--- src/rtl/amba3_apb_arbiter.sv ---
// rtl/amba3_apb_arbiter.sv - round-robin arbiter sharing one AMBA 3 APB master port
// Each requester posts one transfer on valid/done; a pready watchdog aborts hung slaves.
module amba3_apb_arbiter #(
  parameter int ADDR_SIZE = 32,
  parameter int DATA_SIZE = 32,
  parameter int NUM_REQ   = 4,
  parameter int TIMEOUT   = 16
) (
  input  logic                           pclk,
  input  logic                           preset_n,
  input  logic [NUM_REQ-1:0]             req_valid,
  input  logic [NUM_REQ-1:0]             req_write,
  input  logic [NUM_REQ*ADDR_SIZE-1:0]   req_addr,
  input  logic [NUM_REQ*DATA_SIZE-1:0]   req_wdata,
  output logic [NUM_REQ-1:0]             req_done,
  output logic [DATA_SIZE-1:0]           rsp_rdata,
  output logic                           rsp_slverr,
  output logic                           rsp_timeout,
  output logic                           busy,
  output logic [$clog2(NUM_REQ)-1:0]     grant_id,
  output logic                           psel,
  output logic                           penable,
  output logic                           pwrite,
  output logic [ADDR_SIZE-1:0]           paddr,
  output logic [DATA_SIZE-1:0]           pwdata,
  input  logic [DATA_SIZE-1:0]           prdata,
  input  logic                           pready,
  input  logic                           pslverr
);

  localparam int IDW = $clog2(NUM_REQ);
  // Keep the wait counter at least one bit wide so TIMEOUT = 0 still elaborates.
  localparam int WCW = (TIMEOUT > 0) ? $clog2(TIMEOUT + 1) : 1;
  localparam logic [WCW-1:0] WC_LAST = WCW'((TIMEOUT > 0) ? TIMEOUT - 1 : 0);
  localparam bit TO_EN = (TIMEOUT > 0);

  typedef enum logic [1:0] {S_IDLE, S_SETUP, S_ACCESS, S_DONE} state_e;

  state_e                 state_q, state_d;
  logic [IDW-1:0]         rr_ptr_q, rr_ptr_d;
  logic [IDW-1:0]         grant_id_q, grant_id_d;
  logic [WCW-1:0]         wcnt_q, wcnt_d;
  logic                   psel_q, psel_d;
  logic                   penable_q, penable_d;
  logic                   pwrite_q, pwrite_d;
  logic [ADDR_SIZE-1:0]   paddr_q, paddr_d;
  logic [DATA_SIZE-1:0]   pwdata_q, pwdata_d;
  logic [NUM_REQ-1:0]     req_done_q, req_done_d;
  logic [DATA_SIZE-1:0]   rsp_rdata_q, rsp_rdata_d;
  logic                   rsp_slverr_q, rsp_slverr_d;
  logic                   rsp_timeout_q, rsp_timeout_d;
  logic                   busy_q, busy_d;

  logic                   pick_found;
  logic [IDW-1:0]         pick_idx;
  logic                   sel_write;
  logic [ADDR_SIZE-1:0]   sel_addr;
  logic [DATA_SIZE-1:0]   sel_wdata;
  logic                   timeout_hit;

  // First valid requester at or above rr_ptr, wrapping around.
  always_comb begin
    int idx;
    idx        = 0;
    pick_found = 1'b0;
    pick_idx   = rr_ptr_q;
    for (int k = 0; k < NUM_REQ; k++) begin
      idx = int'(rr_ptr_q) + k;
      if (idx >= NUM_REQ) idx = idx - NUM_REQ;
      if (!pick_found && req_valid[IDW'(idx)]) begin
        pick_found = 1'b1;
        pick_idx   = IDW'(idx);
      end
    end
  end

  always_comb begin
    sel_write = 1'b0;
    sel_addr  = '0;
    sel_wdata = '0;
    for (int i = 0; i < NUM_REQ; i++) begin
      if (pick_idx == IDW'(i)) begin
        sel_write = req_write[i];
        sel_addr  = req_addr[i*ADDR_SIZE +: ADDR_SIZE];
        sel_wdata = req_wdata[i*DATA_SIZE +: DATA_SIZE];
      end
    end
  end

  assign timeout_hit = TO_EN && !pready && (wcnt_q == WC_LAST);

  always_ff @(posedge pclk) begin
    if (!preset_n) begin
      state_q       <= S_IDLE;
      rr_ptr_q      <= '0;
      grant_id_q    <= '0;
      wcnt_q        <= '0;
      psel_q        <= 1'b0;
      penable_q     <= 1'b0;
      pwrite_q      <= 1'b0;
      paddr_q       <= '0;
      pwdata_q      <= '0;
      req_done_q    <= '0;
      rsp_rdata_q   <= '0;
      rsp_slverr_q  <= 1'b0;
      rsp_timeout_q <= 1'b0;
      busy_q        <= 1'b0;
    end else begin
      state_q       <= state_d;
      rr_ptr_q      <= rr_ptr_d;
      grant_id_q    <= grant_id_d;
      wcnt_q        <= wcnt_d;
      psel_q        <= psel_d;
      penable_q     <= penable_d;
      pwrite_q      <= pwrite_d;
      paddr_q       <= paddr_d;
      pwdata_q      <= pwdata_d;
      req_done_q    <= req_done_d;
      rsp_rdata_q   <= rsp_rdata_d;
      rsp_slverr_q  <= rsp_slverr_d;
      rsp_timeout_q <= rsp_timeout_d;
      busy_q        <= busy_d;
    end
  end

  always_comb begin
    state_d = state_q;
    case (state_q)
      S_IDLE:   if (pick_found) state_d = S_SETUP;
      S_SETUP:  state_d = S_ACCESS;
      S_ACCESS: if (pready || timeout_hit) state_d = S_DONE;
      S_DONE:   state_d = S_IDLE;
      default:  state_d = S_IDLE;
    endcase
  end

  // Next values of the registered outputs; completion is flagged on entry to DONE.
  always_comb begin
    rr_ptr_d      = rr_ptr_q;
    grant_id_d    = grant_id_q;
    wcnt_d        = wcnt_q;
    psel_d        = psel_q;
    penable_d     = penable_q;
    pwrite_d      = pwrite_q;
    paddr_d       = paddr_q;
    pwdata_d      = pwdata_q;
    req_done_d    = '0;
    rsp_rdata_d   = rsp_rdata_q;
    rsp_slverr_d  = rsp_slverr_q;
    rsp_timeout_d = rsp_timeout_q;
    case (state_q)
      S_IDLE: begin
        if (pick_found) begin
          grant_id_d = pick_idx;
          paddr_d    = sel_addr;
          pwrite_d   = sel_write;
          pwdata_d   = sel_write ? sel_wdata : '0;
          psel_d     = 1'b1;
        end
      end
      S_SETUP: begin
        penable_d = 1'b1;
        wcnt_d    = '0;
      end
      S_ACCESS: begin
        if (pready) begin
          rsp_rdata_d             = pwrite_q ? '0 : prdata;
          rsp_slverr_d            = pslverr;
          rsp_timeout_d           = 1'b0;
          psel_d                  = 1'b0;
          penable_d               = 1'b0;
          req_done_d[grant_id_q]  = 1'b1;
        end else if (timeout_hit) begin
          rsp_rdata_d             = '0;
          rsp_slverr_d            = 1'b1;
          rsp_timeout_d           = 1'b1;
          psel_d                  = 1'b0;
          penable_d               = 1'b0;
          req_done_d[grant_id_q]  = 1'b1;
        end else if (wcnt_q != '1) begin
          wcnt_d = wcnt_q + WCW'(1);
        end
      end
      S_DONE: begin
        rr_ptr_d = (grant_id_q == IDW'(NUM_REQ - 1)) ? '0 : grant_id_q + IDW'(1);
      end
      default: ;
    endcase
    busy_d = (state_d != S_IDLE);
  end

  assign req_done    = req_done_q;
  assign rsp_rdata   = rsp_rdata_q;
  assign rsp_slverr  = rsp_slverr_q;
  assign rsp_timeout = rsp_timeout_q;
  assign busy        = busy_q;
  assign grant_id    = grant_id_q;
  assign psel        = psel_q;
  assign penable     = penable_q;
  assign pwrite      = pwrite_q;
  assign paddr       = paddr_q;
  assign pwdata      = pwdata_q;

endmodule

--- config.mk ---
export PLATFORM = sky130hd
export DESIGN_NAME = amba3_apb_arbiter
export DESIGN_NICKNAME = d
export VERILOG_FILES = /design/src/rtl/amba3_apb_arbiter.sv
export SDC_FILE = /design/constraint.sdc
export NUM_CORES = 1
export LEC_CHECK = 0
export BUFFER_PORTS_ARGS = -buffer_cell sky130_fd_sc_hd__buf_4
export CORE_AREA = 4 4 157 159
export DETAILED_ROUTE_END_ITERATION = 7
export DIE_AREA = 0 0 161 163
export PLACE_DENSITY = 0.65
export SLEW_MARGIN = 40
export SYNTH_ARGS = -nofsm -noshare
export SYNTH_HDL_FRONTEND = slang
export SYNTH_SLANG_ARGS = --single-unit
--- constraint.sdc ---
create_clock -name pclk -period 2.35 [get_ports pclk]
set_input_delay 0.1175 -clock pclk [delete_from_list [all_inputs] [get_ports pclk]]
set_output_delay 0.1175 -clock pclk [all_outputs]
set_load 0.01 [all_outputs]
==> flow_summary.yaml, run 1 <==
critical_path:
  cp.arrival_ns: 2.51
  r2r-start: "rr_ptr_q[1]"
  cp-startpoint: "rr_ptr_q[1]"
  rr_worst_depth: 6
  crit_type: "reg -> reg"
  crit_end: "pwdata[22]"
  crit_path_end_kind: "flip-flop"
  start_kind: "flip-flop"
  r2r_slack_ns: 0.14
  rr_endpoint: "pwdata[22]"
  crit_fanout: 16
  cp_data_required_time_ns: 2.64
cells_and_area:
  nets: 1376
  multi_input_area_sq_um: 3400
  regArea_sq_um: 2340
  diodes: 0
  drive_above_1_share: 0.476
  layout-area-overhead-vs-synth_pct: 78.5
  nFillCells: 2254
timing:
  finalSetupTns_ns: 0
  rsz0062_at_grt: "no"
  slew-limit-headroom: 0.672
  whs_ns: 0.0195
  fin_crit_ns: 2.21
  tightest_slew_ns: 0.485
  skew_ns: 0.00638
  fmax_mhz: 452
  hold_violations: 0
  finalSetupViolCount: 0
  timing.final.crit_share: 0.941
  maxSlewViolCount: 0
routing:
  dr_total_vias: 6943
  vias_per_cell: 4.97
  drtAntennaViolNets: 0
  first_pass_iters: 5
  drc: 0
  routed_wl_mm: 26.0
  wl_per_cell_microns: 18.6
  drt-initial-drc-count: 353
clocking:
  cts_root_buf: "clkbuf_16"
  cts_sinks: 117
  cts_buffers: 17
  clkLatencyLatePin_ns: 0.41
  htree_levels: 4
  cts_tree: "done"
  clockBufferDepth: 2
  cts.clk_slew.worst_paths_ns: 0.06
run_status:
  status: "finished clean"
synthesis:
  async_reset_ff_frac: 0
  synthTopCellsByCount: "117 x dfxtp_1, 87 x a21oi_1, 47 x nand2_1, 46 x clkbuf_1"
  synth_top_area_frac: 0.389
  syn_inst: 613
  synth-warning-count: 0
  yosys.area.top_type: "dfxtp_1"
  synthDistinctLibCells: 47
  synth_seq_area_share: 0.389
  avgSynthCellArea_sq_um: 9.82
  netlist_area_sq_um: 6020
  synth_edf_count: 0
  yosys.cell_count.top_type: "dfxtp_1"
  ys_ff_latch: 117
  synthTopCellsByArea: "dfxtp_1 39%, mux4_2 12%, a21oi_1 7.2%"
  synth_ff_type: "dfxtp_1"
  synth_nets: 925
floorplan:
  chipHeight_microns: 163
  start_util: 0.259
  chipWidth_microns: 161
  core_sq_um: 23300
  io_pins: 408
  rows: 56
  dieArea_sq_um: 26200
grt:
  antenna_found_initial: 0
  grt_use_total: 0.187
  grt_max_degree: 52
  grt_pass1_vias: 7296
  grt_pass1_wl_mm: 39.3
  grt_overflow: 0
power:
  p_comb_frac: 0.418
  power_density_nw_per_um2: 880
  intPower_mw: 6.04
  ir_worst_vdd_uv: 533
  p_leak_nw: 4.70
  seqPwrFrac: 0.295
  total_power_mw: 9.46
  p_switching_mw: 3.42
  p_clk_frac: 0.287
  swShare: 0.362
placed_design:
  portBuffers: 407
  gp_congestion: 0.860
  hpwl_mm: 19.0
flow_run:
  cap_violations: 0
hold_path:
  hold_path_class: "in -> reg"
## sequential cells by signal (all words and copies together) (netlist names)
register     cells
wcnt_q           5
busy             1
pwrite           1
pwdata          32
rr_ptr_q         2
rsp_rdata       32
grant_id         2
state_q          2
penable          1
rsp_timeout      1
rsp_slverr       1
req_done         4
paddr           32
psel             1
## cell usage in the layout (no fill, tap or decap), types with 32 or more instances in the layout
| cell | n |
|---|---|
| mux4_2 | 32 |
| a2bb2oi_1 | 33 |
| dlygate4sd3_1 | 63 |
| mux2i_1 | 34 |
| dfxtp_1 | 117 |
| nand2_1 | 46 |
| a21oi_1 | 87 |
| a32o_1 | 32 |
| nand3_1 | 34 |
| buf_4 | 426 |
## power groups by stage
stage                     clock [mW]  combinational (mW)  sequential [mW]
after floorplan                    0                1.78             2.99
final                           2.72                3.95             2.79
after global placement             0                3.87             2.80
after CTS                       2.79                3.99             2.79
after global routing            2.88                4.28             2.85
after detailed placement           0                3.90             2.82
## kinds of logic after synthesis
logic type / after synthesis / share of synthesized area
buffers and inverters: 72 / 0.0542
muxes: 66 / 0.176
xor gates and xnor gates: 2 / 0.00291
adders and majority gates: 12 / 0.0249
AOI/OAI and AO/OA: 203 / 0.234
DFF: 117 / 0.389
and+or+nand+nor: 141 / 0.118
## cell type report
class | count | area share
sequential | 117 | 0.218
clock buffer | 17 | 0.0396
multi-input combinational | 424 | 0.316
tap | 319 | 0.0371
inverter | 8 | 0.00279
clock inverter | 15 | 0.0168
timing repair buffer | 496 | 0.370
## through the flow
stage | instance area (sq um) | setup slack, ns | instances | util
global placement | 9490 | 0.159 | 1300 | 0.408
global route | 10700 | 0.0406 | 1396 | 0.462
floorplan | 6020 | 0.196 | 613 | -
CTS | 10700 | 0.0725 | 1395 | 0.461
detailed placement | 9490 | 0.0819 | 1300 | 0.408
finish | 10700 | 0.139 | 1396 | 0.462
## critical path, stage by stage, from the launching register on
cell	delay, ns
dfxtp_1	0.41
nor3_1	0.08
or4_4	0.49
and2_2	0.24
clkbuf_16	0.21
mux4_2	0.44
a32o_1	0.22
## repair_timing
action / CTS / global route
hold endpoints to repair: 58 / 0
setup endpoints to repair: 0 / 32
resized for setup: 0 / 1
hold buffers: 63 / 0
buffers inserted: 0 / 0
## worst min path at each step
stage	startpoint	endpoint	slack, ns	cells past startpoint
final	req_addr[54]	paddr[22]	0.02	3
after global routing	req_addr[40]	paddr[8]	0.02	3
after CTS	req_addr[54]	paddr[22]	0.0005	3
after detailed placement	pslverr	rsp_slverr	0.39	2
after global placement	req_addr[55]	paddr[23]	0.38	3
after floorplan	prdata[0]	rsp_rdata[0]	0.27	2
## metal layers
metal / wire, microns / vias to the layer above / track usage
met5: 0 / - / 0
met4: 784 / 0 / 0.0671
met3: 1970 / 41 / 0.0521
met2: 13200 / 326 / 0.335
met1: 10000 / 3318 / 0.214
li1: - / 3258 / -
Power figures use the tool's default switching activity.
==> run 2, diff against run 1 <==
- CORE_AREA: 4 4 157 159 -> 4 4 156 158
- DIE_AREA: 0 0 161 163 -> 0 0 160 162
- GPL_ROUTABILITY_DRIVEN: unset -> 0
- PLACE_DENSITY: 0.65 -> unset
- clock period: 2.35 -> 1.8 ns (I/O delays scaled with it)
==> run 2 against run 1 <==
The flow now finishes with violations (setup timing). First-iteration DRC count rose by 5.4%. Setup slack got worse by 0.40 ns. Clock skew is 0.0037 ns higher. Die area down 1.2%. Design area up 9.5%. Global-route usage is 1.4 points higher. Non-clock buffer count up 62. Fmax grew 7.1%. Final cell count rose by 2.4%.
==> flow_summary.yaml, run 2 (synthesized netlist as in run 1, its figures left out) <==
critical_path:
  cp_slowest_cell: "or4_4"
  crit_type: "reg -> reg"
  crit_fanout: 13
  path_delay_family: "simple AND/OR/NAND/NOR gates"
  cp.arrival_ns: 2.36
  start_kind: "flip-flop"
  r2r_slack_ns: -0.26
  crit_chain: "and3b_1 -> or4_4 -> and2_4 -> buf_12 -> mux4_2 -> a32o_1"
  rr_worst_depth: 6
  cp_data_required_time_ns: 2.10
  worst-path-buf-inv: 1
  rr_endpoint: "pwdata[1]"
  cp_slowest_stage_delay_ns: 0.42
  crit_path_end_kind: "flip-flop"
  r2r-start: "rr_ptr_q[1]"
cells_and_area:
  drive_above_1_share: 0.534
  diodes: 0
  multi_input_area_sq_um: 3690
  regArea_sq_um: 2350
  nets: 1438
  final_common_cell: "buf_4"
  layout-area-overhead-vs-synth_pct: 95.5
  final_cell_mix: "456 x buf_4, 113 x dfxtp_1, 85 x a21oi_1"
  nFillCells: 2114
routing:
  drc: 0
  vias_per_cell: 5.05
  routed_wl_mm: 27.7
  drt-initial-drc-count: 372
  first_pass_iters: 5
  drtAntennaViolNets: 0
  dr_total_vias: 7219
  wl_per_cell_microns: 19.4
placed_design:
  hpwl_mm: 19.4
  pre_cts_ws_ns: -0.283
  portBuffers: 407
hold_path:
  whs_endpoint: "rsp_timeout"
  hold_path_class: "in -> reg"
  holdPathStages: 4
  min_from: "pready"
grt:
  antenna_found_initial: 0
  grt_overflow: 0
  grt_pass1_vias: 7431
  grt_use_total: 0.201
  grt_max_degree: 47
  grt_pass1_wl_mm: 41.3
power:
  ir_worst_vdd_uv: 537
  seqPwrFrac: 0.275
  intPower_mw: 8.55
  p_leak_nw: 5.11
  p_clk_frac: 0.261
  p_comb_frac: 0.464
  p_switching_mw: 4.62
  swShare: 0.351
  power_density_nw_per_um2: 1120
timing:
  skew_ns: 0.0101
  setup_slack_ns: -0.264
  fin_crit_ns: 2.06
  timing.final.crit_share: 1.15
  whs_ns: 0.0598
  maxSlewViolCount: 0
  fmax_mhz: 485
  hold_violations: 0
  finalSetupViolCount: 65
  slew-limit-headroom: 0.676
  rsz0062_at_grt: "yes"
  tightest_slew_ns: 0.485
clocking:
  cts.clk_slew.worst_paths_ns: 0.06
  clkLatencyLatePin_ns: 0.41
  cts_sinks: 117
  clockBufferDepth: 2
  cts_root_buf: "clkbuf_16"
  cts_buffers: 17
  cts_tree: "done"
  htree_levels: 4
floorplan:
  core_sq_um: 23100
  chipHeight_microns: 162
  start_util: 0.260
  chipWidth_microns: 160
  dieArea_sq_um: 25900
  rows: 56
  io_pins: 408
run_status:
  violations: "setup timing"
  status: "complete, but fails checks"
flow_run:
  cap_violations: 0
==> run 2: cell count changes in the layout (fill, tap and decap cells not counted), sizes merged <==
cell	delta
inv	-7
buf	+47
clkinv	+2
clkinvlp	+4
dlygate4sd3	+12
clkbuf	+4
==> run 2: worst max path at each step <==
stage | slack, ns | cells past startpoint | end | from
2_1_floorplan | -0.32 | 8 | pwdata[30] | rr_ptr_q[1]
3_3_place_gp | -0.22 | 6 | pwdata[25] | rr_ptr_q[0]
3_5_place_dp | -0.28 | 7 | pwdata[29] | rr_ptr_q[0]
4_1_cts | -0.25 | 6 | pwdata[1] | rr_ptr_q[0]
5_1_grt | -0.34 | 6 | pwdata[1] | rr_ptr_q[1]
6_report | -0.26 | 6 | pwdata[1] | rr_ptr_q[1]
==> run 2: final cells by class <==
type / instances / area share
Clock buffer: 18 / 0.0373
Clock inverter: 14 / 0.0129
Inverter: 8 / 0.00255
Multi-Input combinational cell: 424 / 0.314
Sequential cell: 117 / 0.200
Tap cell: 290 / 0.0308
Timing Repair Buffer: 558 / 0.403
==> run 2: worst min-delay path: cells and delay by family <==
| kind | cells | cell delay, ns |
|---|---|---|
| AND/OR/NAND/NOR | 3 | 0.19 |
| buffers and inverters | 1 | 0.15 |
==> run 2: metrics by stage <==
step	setup TNS [ns]	cells	area (sq um)	power, mW	util
3_3_place_gp	-8.97	1307	9830	9.18	0.425
6_report	-13.04	1429	11800	13.2	0.509
2_1_floorplan	-14.61	613	6070	6.26	-
3_5_place_dp	-11.54	1307	9830	9.21	0.425
4_1_cts	-12.64	1421	11400	13.0	0.495
5_1_grt	-17.44	1429	11800	13.9	0.509
==> run 2: power by group through the flow <==
stage / combinational [mW] / sequential [mW] / clock [mW]
5_1_grt: 6.57 / 3.70 / 3.65
3_3_place_gp: 5.52 / 3.66 / 0
3_5_place_dp: 5.56 / 3.65 / 0
2_1_floorplan: 2.36 / 3.90 / 0
4_1_cts: 5.88 / 3.62 / 3.52
6_report: 6.11 / 3.62 / 3.44
==> run 2: metal layers <==
metal | share of wire | global-route usage | vias up
met5 | 0 | 0 | -
met2 | 0.51 | 0.356 | 308
met1 | 0.39 | 0.231 | 3477
met4 | 0.033 | 0.0813 | 0
met3 | 0.066 | 0.0520 | 57
li1 | - | - | 3377
==> run 2: what timing repair did <==
item / CTS / global route
hold buffers: 75 / 0
setup buffers: 3 / 4
hold endpoints to repair: 65 / 0
gates cloned: 4 / 4
pin swaps: 2 / 8
resized for setup: 26 / 40
setup endpoints to repair: 67 / 106
==> run 3, diff against run 2 <==
- HOLD_SLACK_MARGIN: unset -> 0.05
- REMOVE_ABC_BUFFERS: unset -> 1
==> run 3 against run 2 <==
The run still ends with setup timing left. Critical path depth is the same. Sequential power barely moved. Design area down 2.6%. Final cell count fell by 0.49%. Clock skew shrank 0.0013 ns. Global-route usage grew 0.11 points. Largest cell class unchanged. Largest power group unchanged.
==> flow_summary.yaml, run 3 (synthesized netlist as in run 1, its figures left out) <==
run_status:
  status: "complete, but fails checks"
  violations: "setup timing"
power:
  p_comb_frac: 0.440
  p_leak_nw: 5.02
  p_clk_frac: 0.278
  intPower_mw: 8.40
  seqPwrFrac: 0.282
  swShare: 0.349
  power_density_nw_per_um2: 1130
  ir_worst_vdd_uv: 566
  p_switching_mw: 4.51
critical_path:
  crit_end: "pwdata[27]"
  cp_slowest_stage_delay_ns: 0.44
  cp_data_required_time_ns: 2.10
  worst-path-stages: 6
  crit_fanout: 7
  cp-startpoint: "rr_ptr_q[1]"
  crit_type: "reg -> reg"
  worst-path-buf-inv: 1
  cp.arrival_ns: 2.41
  crit_chain: "and3b_1 -> or4_4 -> and2_4 -> buf_12 -> mux4_2 -> a32o_1"
  rr_worst_depth: 6
  r2r-start: "rr_ptr_q[1]"
  rr_endpoint: "pwdata[27]"
  r2r_slack_ns: -0.31
  cp_slowest_cell: "or4_4"
  start_kind: "flip-flop"
  path_delay_family: "simple AND/OR/NAND/NOR gates"
  crit_path_end_kind: "flip-flop"
placed_design:
  portBuffers: 407
  dpl_cell_area_sq_um: 9720
  pre_cts_ws_ns: -0.413
  placed_cells: 1300
  hpwl_mm: 19.9
grt:
  grt_max_degree: 43
  grt_pass1_wl_mm: 41.2
  grt_use_met3: 0.0708
  gr-usage-met1: 0.228
  grt-busiest-layer: "met2"
  antenna_found_initial: 0
  grt_use_total: 0.202
  grt_pass1_vias: 7339
  grt_overflow: 0
  gr-usage-met2: 0.353
routing:
  drtAntennaViolNets: 0
  routed_wl_mm: 27.8
  dr_total_vias: 7176
  drc: 0
  vias_per_cell: 5.05
  first_pass_iters: 6
  drt-initial-drc-count: 512
  wl_per_cell_microns: 19.6
flow_run:
  cap_violations: 0
clocking:
  cts_sinks: 117
  cts.clk_slew.worst_paths_ns: 0.06
  cts_root_buf: "clkbuf_16"
  clkLatencyLatePin_ns: 0.41
  cts_tree: "done"
  clockBufferDepth: 2
  htree_levels: 4
  cts_buffers: 17
timing:
  fin_crit_ns: 2.11
  hold_violations: 0
  tightest_slew_ns: 0.461
  whs_ns: 0.0688
  setup_slack_ns: -0.306
  fmax_mhz: 475
  rsz0062_at_grt: "yes"
  slew-limit-headroom: 0.689
  timing.final.crit_share: 1.17
  finalSetupViolCount: 65
  skew_ns: 0.00878
  maxSlewViolCount: 0
floorplan:
  rows: 56
  start_util: 0.260
  io_pins: 408
  chipWidth_microns: 160
  dieArea_sq_um: 25900
  core_sq_um: 23100
  chipHeight_microns: 162
cells_and_area:
  drive_above_1_share: 0.500
  utilization: 0.496
  instances_no_fill: 1422
  diodes: 0
  layout-area-overhead-vs-synth_pct: 90.5
  final_cell_area_sq_um: 11500
  final_common_cell: "buf_4"
  nFillCells: 2149
  nets: 1431
  final_cell_mix: "449 x buf_4, 113 x dfxtp_1, 85 x a21oi_1"
hold_path:
  hold_path_class: "in -> reg"
-- run 3: changes by cell type in the layout (fill, tap and decap cells not counted), moves of 4 or more --
cell	before	now
clkinvlp_4	5	1
buf_12	16	11
a2bb2oi_1	19	31
a2bb2oi_2	14	2
buf_4	456	449
mux2i_2	10	0
dlygate4sd3_1	75	83
mux2i_1	19	34
mux2i_4	5	0
-- run 3: worst register-to-register path: cells and delay by family (launching register included) --
family,cells,cell delay [ns]
simple gates,3,0.85
mux,1,0.42
flops,1,0.33
compound gates,1,0.22
buf+inv,1,0.17
-- run 3: stage by stage --
step / power [mW] / setup TNS [ns]
CTS: 13.0 / -16.23
floorplan: 6.01 / -112.85
finish: 12.9 / -13.06
global route: 13.7 / -17.38
detailed placement: 9.02 / -20.28
global placement: 8.99 / -17.05
-- run 3: what timing repair did --
item	in CTS	in global routing
cloned	4	2
setup endpoints to repair	73	103
hold endpoints to repair	66	0
buffers inserted	0	1
pin swaps	7	24
hold buffers	83	0
resized for setup	19	15
-- run 3: final cells by class --
type                            instances  area [sq um]  area share
Clock inverter                         15           193      0.0168
Sequential cell                       117          2350       0.205
Timing Repair Buffer                  551          4610       0.402
Inverter                                8          30.0     0.00262
Tap cell                              290           363      0.0316
Clock buffer                           17           425      0.0371
Multi-Input combinational cell        424          3500       0.305
-- run 3: worst min-delay path by stage --
stage,start,to,cells after the start
after global placement,req_addr[50],paddr[18],3
after floorplan,preset_n,rsp_timeout,2
after CTS,req_addr[108],paddr[12],4
after global routing,req_addr[115],paddr[19],4
after detailed placement,pslverr,rsp_slverr,2
final,req_addr[123],paddr[27],4
-- run 3: per-layer routing --
| layer | wire [microns] | vias up |
|---|---|---|
| li1 | - | 3358 |
| met1 | 10500 | 3440 |
| met2 | 14200 | 325 |
| met3 | 2300 | 53 |
| met4 | 844 | 0 |
| met5 | 0 | - |
-- run 3: power groups by stage --
stage | clock, mW | sequential [mW] | combinational (mW)
finish | 3.59 | 3.64 | 5.68
detailed placement | 0 | 3.66 | 5.35
global route | 3.79 | 3.71 | 6.15
CTS | 3.69 | 3.63 | 5.64
floorplan | 0 | 3.90 | 2.11
global placement | 0 | 3.67 | 5.32
